===== src/rtl/clk_div_prog.sv =====
// Multi-channel programmable clock divider with glitch-free ratio changes, per-channel
// rising-edge tick strobes and a common phase-align restart.
// Latency: outputs are registered; a write shows on pending next cycle, and the new
// ratio takes effect from the next period boundary.
// Backpressure: none; writes are always accepted or rejected in one cycle (div_err).
//
// Ports:
//   clk, reset          system clock, asynchronous active-high reset
//   enable              global count enable; low freezes every channel (tick forced 0)
//   sync_restart        one-cycle pulse restarting all channels at the start of a high phase
//   div_wr/div_ch/div_val  ratio write strobe, target channel, requested ratio N
//   div_err             one-cycle pulse for a rejected write (N<2 or channel out of range)
//   pending             per channel: a new ratio is waiting for the period boundary
//   div_clk_out         per channel divided clock, high for ceil(N/2) of every N cycles
//   tick                per channel pulse coincident with each rising edge of div_clk_out
module clk_div_prog #(
  parameter int CHANNELS    = 2,
  parameter int DIV_W       = 8,
  parameter int DEFAULT_DIV = 5,
  localparam int CH_W       = (CHANNELS > 1) ? $clog2(CHANNELS) : 1
) (
  input  logic                clk,
  input  logic                reset,
  input  logic                enable,
  input  logic                sync_restart,
  input  logic                div_wr,
  input  logic [CH_W-1:0]     div_ch,
  input  logic [DIV_W-1:0]    div_val,
  output logic                div_err,
  output logic [CHANNELS-1:0] pending,
  output logic [CHANNELS-1:0] div_clk_out,
  output logic [CHANNELS-1:0] tick
);

  // Lookup of which encodable channel indices actually exist; avoids a range compare
  // that would be constant when CHANNELS is a power of two.
  function automatic logic [(2**CH_W)-1:0] ch_mask_f();
    logic [(2**CH_W)-1:0] m;
    for (int i = 0; i < 2**CH_W; i++) begin
      m[i] = (i < CHANNELS);
    end
    return m;
  endfunction

  localparam logic [(2**CH_W)-1:0] CH_MASK = ch_mask_f();

  // Length of the high phase: ceil(N/2), computed one bit wider so N=2^DIV_W-1 cannot overflow.
  function automatic logic [DIV_W-1:0] half_f(input logic [DIV_W-1:0] n);
    logic [DIV_W:0] t;
    t = {1'b0, n} + (DIV_W+1)'(1);
    return t[DIV_W:1];
  endfunction

  logic [CHANNELS-1:0][DIV_W-1:0] n_q, n_d;      // active ratio
  logic [CHANNELS-1:0][DIV_W-1:0] s_q, s_d;      // shadow ratio awaiting a boundary
  logic [CHANNELS-1:0][DIV_W-1:0] cnt_q, cnt_d;  // position within the current period
  logic [CHANNELS-1:0]            p_q, p_d;
  logic [CHANNELS-1:0]            out_q, out_d;
  logic [CHANNELS-1:0]            tick_q, tick_d;
  logic                           div_err_q, div_err_d;
  logic                           wr_ok;
  logic                           wrap;

  always_comb begin
    n_d       = n_q;
    s_d       = s_q;
    p_d       = p_q;
    cnt_d     = cnt_q;
    out_d     = out_q;
    tick_d    = '0;
    wrap      = 1'b0;
    wr_ok     = div_wr && (div_val >= DIV_W'(2)) && CH_MASK[div_ch];
    div_err_d = div_wr && !wr_ok;

    for (int i = 0; i < CHANNELS; i++) begin
      if (sync_restart) begin
        // Restart consumes only a ratio that was already pending before this edge.
        if (p_q[i]) begin
          n_d[i] = s_q[i];
          p_d[i] = 1'b0;
        end
        cnt_d[i]  = '0;
        out_d[i]  = 1'b1;
        tick_d[i] = 1'b1;
      end else if (enable) begin
        // Boundary test uses the old ratio; the new one governs from cnt=0.
        wrap = (cnt_q[i] == n_q[i] - DIV_W'(1));
        if (wrap) begin
          cnt_d[i] = '0;
          if (p_q[i]) begin
            n_d[i] = s_q[i];
            p_d[i] = 1'b0;
          end
        end else begin
          cnt_d[i] = cnt_q[i] + DIV_W'(1);
        end
        out_d[i]  = (cnt_d[i] < half_f(n_d[i]));
        tick_d[i] = wrap;
      end

      // Applied after the boundary logic so a same-edge write waits for the next wrap.
      if (wr_ok && (div_ch == CH_W'(i))) begin
        s_d[i] = div_val;
        p_d[i] = 1'b1;
      end
    end
  end

  always_ff @(posedge clk or posedge reset) begin
    if (reset) begin
      n_q       <= {CHANNELS{DIV_W'(DEFAULT_DIV)}};
      s_q       <= {CHANNELS{DIV_W'(DEFAULT_DIV)}};
      cnt_q     <= {CHANNELS{DIV_W'(DEFAULT_DIV - 1)}};
      p_q       <= '0;
      out_q     <= '0;
      tick_q    <= '0;
      div_err_q <= 1'b0;
    end else begin
      n_q       <= n_d;
      s_q       <= s_d;
      cnt_q     <= cnt_d;
      p_q       <= p_d;
      out_q     <= out_d;
      tick_q    <= tick_d;
      div_err_q <= div_err_d;
    end
  end

  assign div_err     = div_err_q;
  assign pending     = p_q;
  assign div_clk_out = out_q;
  assign tick        = tick_q;

endmodule

===== config.mk =====
export PLATFORM = sky130hd
export DESIGN_NAME = clk_div_prog
export DESIGN_NICKNAME = d
export VERILOG_FILES = /design/src/rtl/clk_div_prog.sv
export SDC_FILE = /design/constraint.sdc
export NUM_CORES = 1
export LEC_CHECK = 0
export ABC_AREA = 1
export ABC_CLOCK_PERIOD_IN_PS = 9300
export CORE_ASPECT_RATIO = 1.25
export CORE_UTILIZATION = 60
export CTS_BUF_LIST = sky130_fd_sc_hd__clkbuf_16
export DETAILED_ROUTE_END_ITERATION = 8
export PLACE_DENSITY = 0.89
export SYNTH_ARGS = -nofsm -noshare
export SYNTH_HDL_FRONTEND = slang
export SYNTH_SLANG_ARGS = --single-unit

===== constraint.sdc =====
create_clock -name clk -period 9.3 [get_ports clk]
set_input_delay 1.86 -clock clk [delete_from_list [all_inputs] [get_ports clk]]
set_output_delay 1.86 -clock clk [all_outputs]
set_load 0.1 [all_outputs]

* After elaboration in Yosys (flattened, before gate mapping)
Cells that the tools add are included.
** Word-level totals
- Input port bits :: 14
- Output and inout bits :: 7
- Register bits after elaboration :: 55
- Logic and storage cells :: 76
** Operators by class
- Eq/ne operators :: 2
- Bitwise logic cells :: 1
- Order comparisons :: 4
- Muxes and demuxes :: 39
- $add $sub $neg :: 6
- Reduce and logical (&&, ||, !) cells :: 13
** Operators with widths (number)
- two-way mux 8 bit :: 22
- adder 8 x 1 -> 9 bit, second input constant :: 2
- two-way mux 1 bit :: 17
- adder 8 x 1 -> 8 bit, second input constant :: 2
- == test 8 bit :: 2
- < comparator 8 bit :: 2
- subtractor 8 x 1 -> 8 bit, second input constant :: 2
- nonzero test 3 bit :: 4
- >= comparator 8 x 2 -> 1 bit, second input constant :: 1
- logical AND 1 bit :: 5
- AND reduction 2 bit :: 2
- < comparator 1 x 2 -> 1 bit, second input constant :: 1
- nonzero test 2 bit :: 1
- zero test 1 bit :: 1
- NOT 1 bit :: 1

* Depth between registers and ports, before layout
- Word-level depth :: 9
- Mapped depth :: 27
- Gate-level depth less buffers :: 26

* Least setup slack after synthesis
Ideal clock, no wire load.
- Path kind :: register to register
- Start :: reg p_q[0] (netlist: pending[0])
- End :: reg out_q[0] (netlist: div_clk_out[0])
- Setup time :: 0.068 ns
- Slack :: 5.979 ns
- Buffers on the path :: 2
- Arrival time :: 3.254 ns
- Data required time :: 9.232 ns
- Cell stages (with the launch flop) :: 19
- Clock period less this slack :: 3.321 ns
- Cells stage by stage :: dfrtp_1 > clkbuf_1 > clkbuf_1 > nand2_1 > o21ai_0 > inv_1 > o21ai_2 > inv_1 > ha_1 > nand2_1 > nor2_4 > nand4_1 > nand2_1 > ha_1 > a21oi_1 > nor2_1 > a2111oi_0 > nand2_1 > nand2_1
** Between the ends
- Cells in the longest elaborated chain, start to end :: 8
** RTL lines
- start: declaration :: RTL line 57 : logic [CHANNELS-1:0] p_q, p_d;
- start signal: assignment :: RTL line 122 : p_q <= p_d;
- two-way mux 8 bit
- two-way mux 8 bit :: RTL line 88 : if (wrap) begin
- two-way mux 8 bit :: RTL line 85 : end else if (enable) begin
- two-way mux 8 bit :: RTL line 76 : if (sync_restart) begin
- adder 8 x 1 -> 9 bit :: RTL line 50 : t = {1'b0, n} + (DIV_W+1)'(1);
- < comparator 8 bit :: RTL line 97 : out_d[i] = (cnt_d[i] < half_f(n_d[i]));
- two-way mux 1 bit :: RTL line 85
- two-way mux 1 bit :: RTL line 76
- end signal: assignment :: RTL line 123 : out_q <= out_d;
- end: declaration :: RTL line 58 : logic [CHANNELS-1:0] out_q, out_d;
No other way between the ends. The select of a mux whose other input is x is not followed.
A chain may end at the register's enable or synchronous reset.

* Worst setup path after layout
- Start :: reg p_q[0] (netlist: pending[0])
- End :: out pending[0]
** RTL lines
- end: declaration :: RTL line 30 : output logic [CHANNELS-1:0] pending,
No word-level cell between the ends.

==> run_results.csv <==
group,metric,value,unit
sta,fmax,250.8,MHz
clock_tree,cts_max_path_buffers,2,
sta,skew,0.005971,ns
worst_setup_path,critPathKind,"flop to output pin",
finish,drive_above_1_share,12.40,%
logic_synthesis,synthFlopType,"dfrtp_1",
power_and_ir_drop,peakVddDrop,137.9,uV
clock_tree,clk_latency,0.29,ns
worst_setup_path,crit_arrival,2.13,ns
die,core,6524,sq um
clock_tree,cts_tree,"yes",
power_and_ir_drop,p_per_area,168.4,nW/um^2
logic_synthesis,syn_inst,580,
place,dp.cells,676,
job,drv_cap,0,
routing,dr_total_vias,3698,
finish,area_growth,10.11,%
worst_setup_path,cp-start-kind,"flop",
logic_synthesis,syn_area,4049,sq um
routing,drc_errors,0,
logic_synthesis,syn_avg_cell_area,6.981,sq um
finish,final_cell_mix,"nand2_1, inv_1, o21ai_0",
clock_tree,postCtsResizedCells,0,
global_routing,grt_pass1_vias,3430,
worst_setup_path,critPathTopFamily,"buffers and inverters",
finish,antenna_cells,0,
sta,rsz0062_at_grt,"no",
finish,layout.nets,630,
clock_tree,post_cts_buffers,0,
finish,layout_commonest_cell,"nand2_1",
routing,drtAntennaViolNets,0,
sta,fin_crit_sh,42.87,%
routing,drt_iter0_drc,213,
finish,finalInstanceArea,4458,sq um
die,die_area,7083,sq um
run_status,status,"complete, no violations",
clock_tree,numCtsBuffers,5,
sta,setup_viol,0,
worst_setup_path,crit_fanout,18,
sta,hold_viol,0,
die,start_util,62.06,%
die,fp.dieW,75.48,um
clock_tree,clock-sinks,55,
routing,firstDrtPassIters,5,
worst_setup_path,cp.required,7.44,ns
worst_setup_path,slowest_delay,1.22,ns
die,fp-row-count,33,
logic_synthesis,synth_warnings,0,
clock_tree,htreeDepth,2,
clock_tree,hold_buffers,0,
clock_tree,cts-root-buf,"clkbuf_16",
place,hpwl,6.752,mm
routing,via_per_inst,5.406,
routing,wl_per_cell,13.11,um
global_routing,grt_antenna_before_repair,0,
routing,wl,8.967,mm
place,gp_congestion,0.8631,
place,dpl_cell_area,4290,sq um
sta,fin_crit,3.987,ns
sta,slew_headroom,35.31,%
sta,slew_viol_final,0,
logic_synthesis,synth_fp_nets,614,
die,io_pins,21,
power_and_ir_drop,leakage,0.002335,uW
worst_hold_path,min_path_type,"flop to flop",
worst_setup_path,crit_path_end_kind,"output pin",
global_routing,grt-ovfl-total,0,
worst_setup_path,cp_num_buf_inv,1,
logic_synthesis,ys_types,35,
sta,worstMarginPinSlew,0.9673,ns
sta,finalSetupTns,0,ns
global_routing,grt_usage,27.03,%
place,portBuffers,20,
worst_setup_path,crit_slowest_cell,"clkdlybuf4s50_1",
finish,final_cells,684,
logic_synthesis,synth_edf_count,0,
global_routing,grt_first_pass_wirelength,14.66,mm
logic_synthesis,ys_ff_latch,55,
worst_setup_path,crit_chain,"clkdlybuf4s50_1",
logic_synthesis,synth_async_sr_flop_share,100.0,%
clock_tree,cts.clk_slew.worst_paths,0.07,ns
logic_synthesis,yosysSeqAreaShare,34.30,%
global_routing,grt_max_degree,56,
die,fp.dieH,93.85,um
report_power, final:
group | switching, uW | total (uW) | internal (uW)
logic | 158 | 242 | 84.6
registers | 27.5 | 296 | 268
clock network | 85.3 | 213 | 127
total | 271 | 751 | 480
cell usage after synthesis (2+ instances only):
master     count  area share [%]
or2_2          5            0.77
inv_1         98             9.1
nand2_1      156              14
o21ai_0       50             6.2
inv_2         12             1.1
nor2_4         3            0.83
clkbuf_1       6            0.56
nor2_1        39             3.6
xor2_1        17             3.7
nand2_2        9             1.4
a2111oi_0      2            0.43
nor3_1         5            0.62
o32ai_1        2            0.43
nand4_1        5            0.77
nand3_1       27             3.3
o21ai_2       12             2.6
nor2_2        11             1.7
dfrtp_1       45              28
xnor2_1        5             1.1
o21ai_1        6            0.74
a21oi_1        9             1.1
dfstp_2       10             6.5
o22ai_1       11             1.7
buf_4          4            0.74
ha_1          20             6.2
buf_6          2            0.56
per-layer routing:
metal | up-vias | share of wire, % | GRT usage, %
li1 | 1861 | - | -
met1 | 1737 | 42 | 32.55
met2 | 83 | 53 | 47.84
met3 | 17 | 3.2 | 4.077
met4 | 0 | 1.9 | 9.414
met5 | - | 0 | 0
final timing paths:
check / start / depth (start not counted) / slack, ns / endpoint
max: pending[0] / 1 / 5.31 / pending[0]
min: s_q[4] / 2 / 0.50 / s_q[4]
max reg2reg: n_q[0] / 26 / 5.67 / div_clk_out[0]
min reg2reg: s_q[4] / 2 / 0.50 / s_q[4]
max in group asynchronous: reset / 3 / 6.77 / cnt_q[3]
min in group asynchronous: reset / 3 / 2.08 / s_q[11]
kinds of logic (layout without fill, tap and decap cells):
logic type      count (synthesis)  after routing  synth area share (%)
simple gates                  266            266                 28.68
flops                          55             55                 34.30
buf+inv                       122            139                 12.05
fa+ha+maj                      20             20                 6.180
xor+xnor                       22             22                 4.759
mux                             1              1                0.2472
compound gates                 94             94                 13.78
metrics by stage:
stage / worst slack (ns) / hold WS (ns) / total power [uW] / util (%)
2_1_floorplan: 5.979 / 0.4457 / 482.4 / -
6_report: 5.313 / 0.5007 / 750.5 / 68.34
4_1_cts: 5.303 / 0.5041 / 752.4 / 68.34
3_5_place_dp: 5.632 / 0.4871 / 538.7 / 65.77
5_1_grt: 5.203 / 0.5276 / 799.6 / 68.34
3_3_place_gp: 5.655 / 0.4636 / 524.2 / 65.77
flip-flops by register name (all words and copies together) (netlist names):
name and cells:
div_err 1, tick 2, cnt_q 16, pending 2, n_q 16, s_q 16, div_clk_out 2
final cells by class:
cell class | count | area, sq um
tap | 87 | 108.9
timing repair buffer | 21 | 207.7
sequential | 55 | 1389
fill | 544 | 2066
clock buffer | 5 | 125.1
multi-input combinational | 403 | 2172
inverter | 110 | 412.9
clock inverter | 3 | 42.54
(Power assumes the default switching activity.)
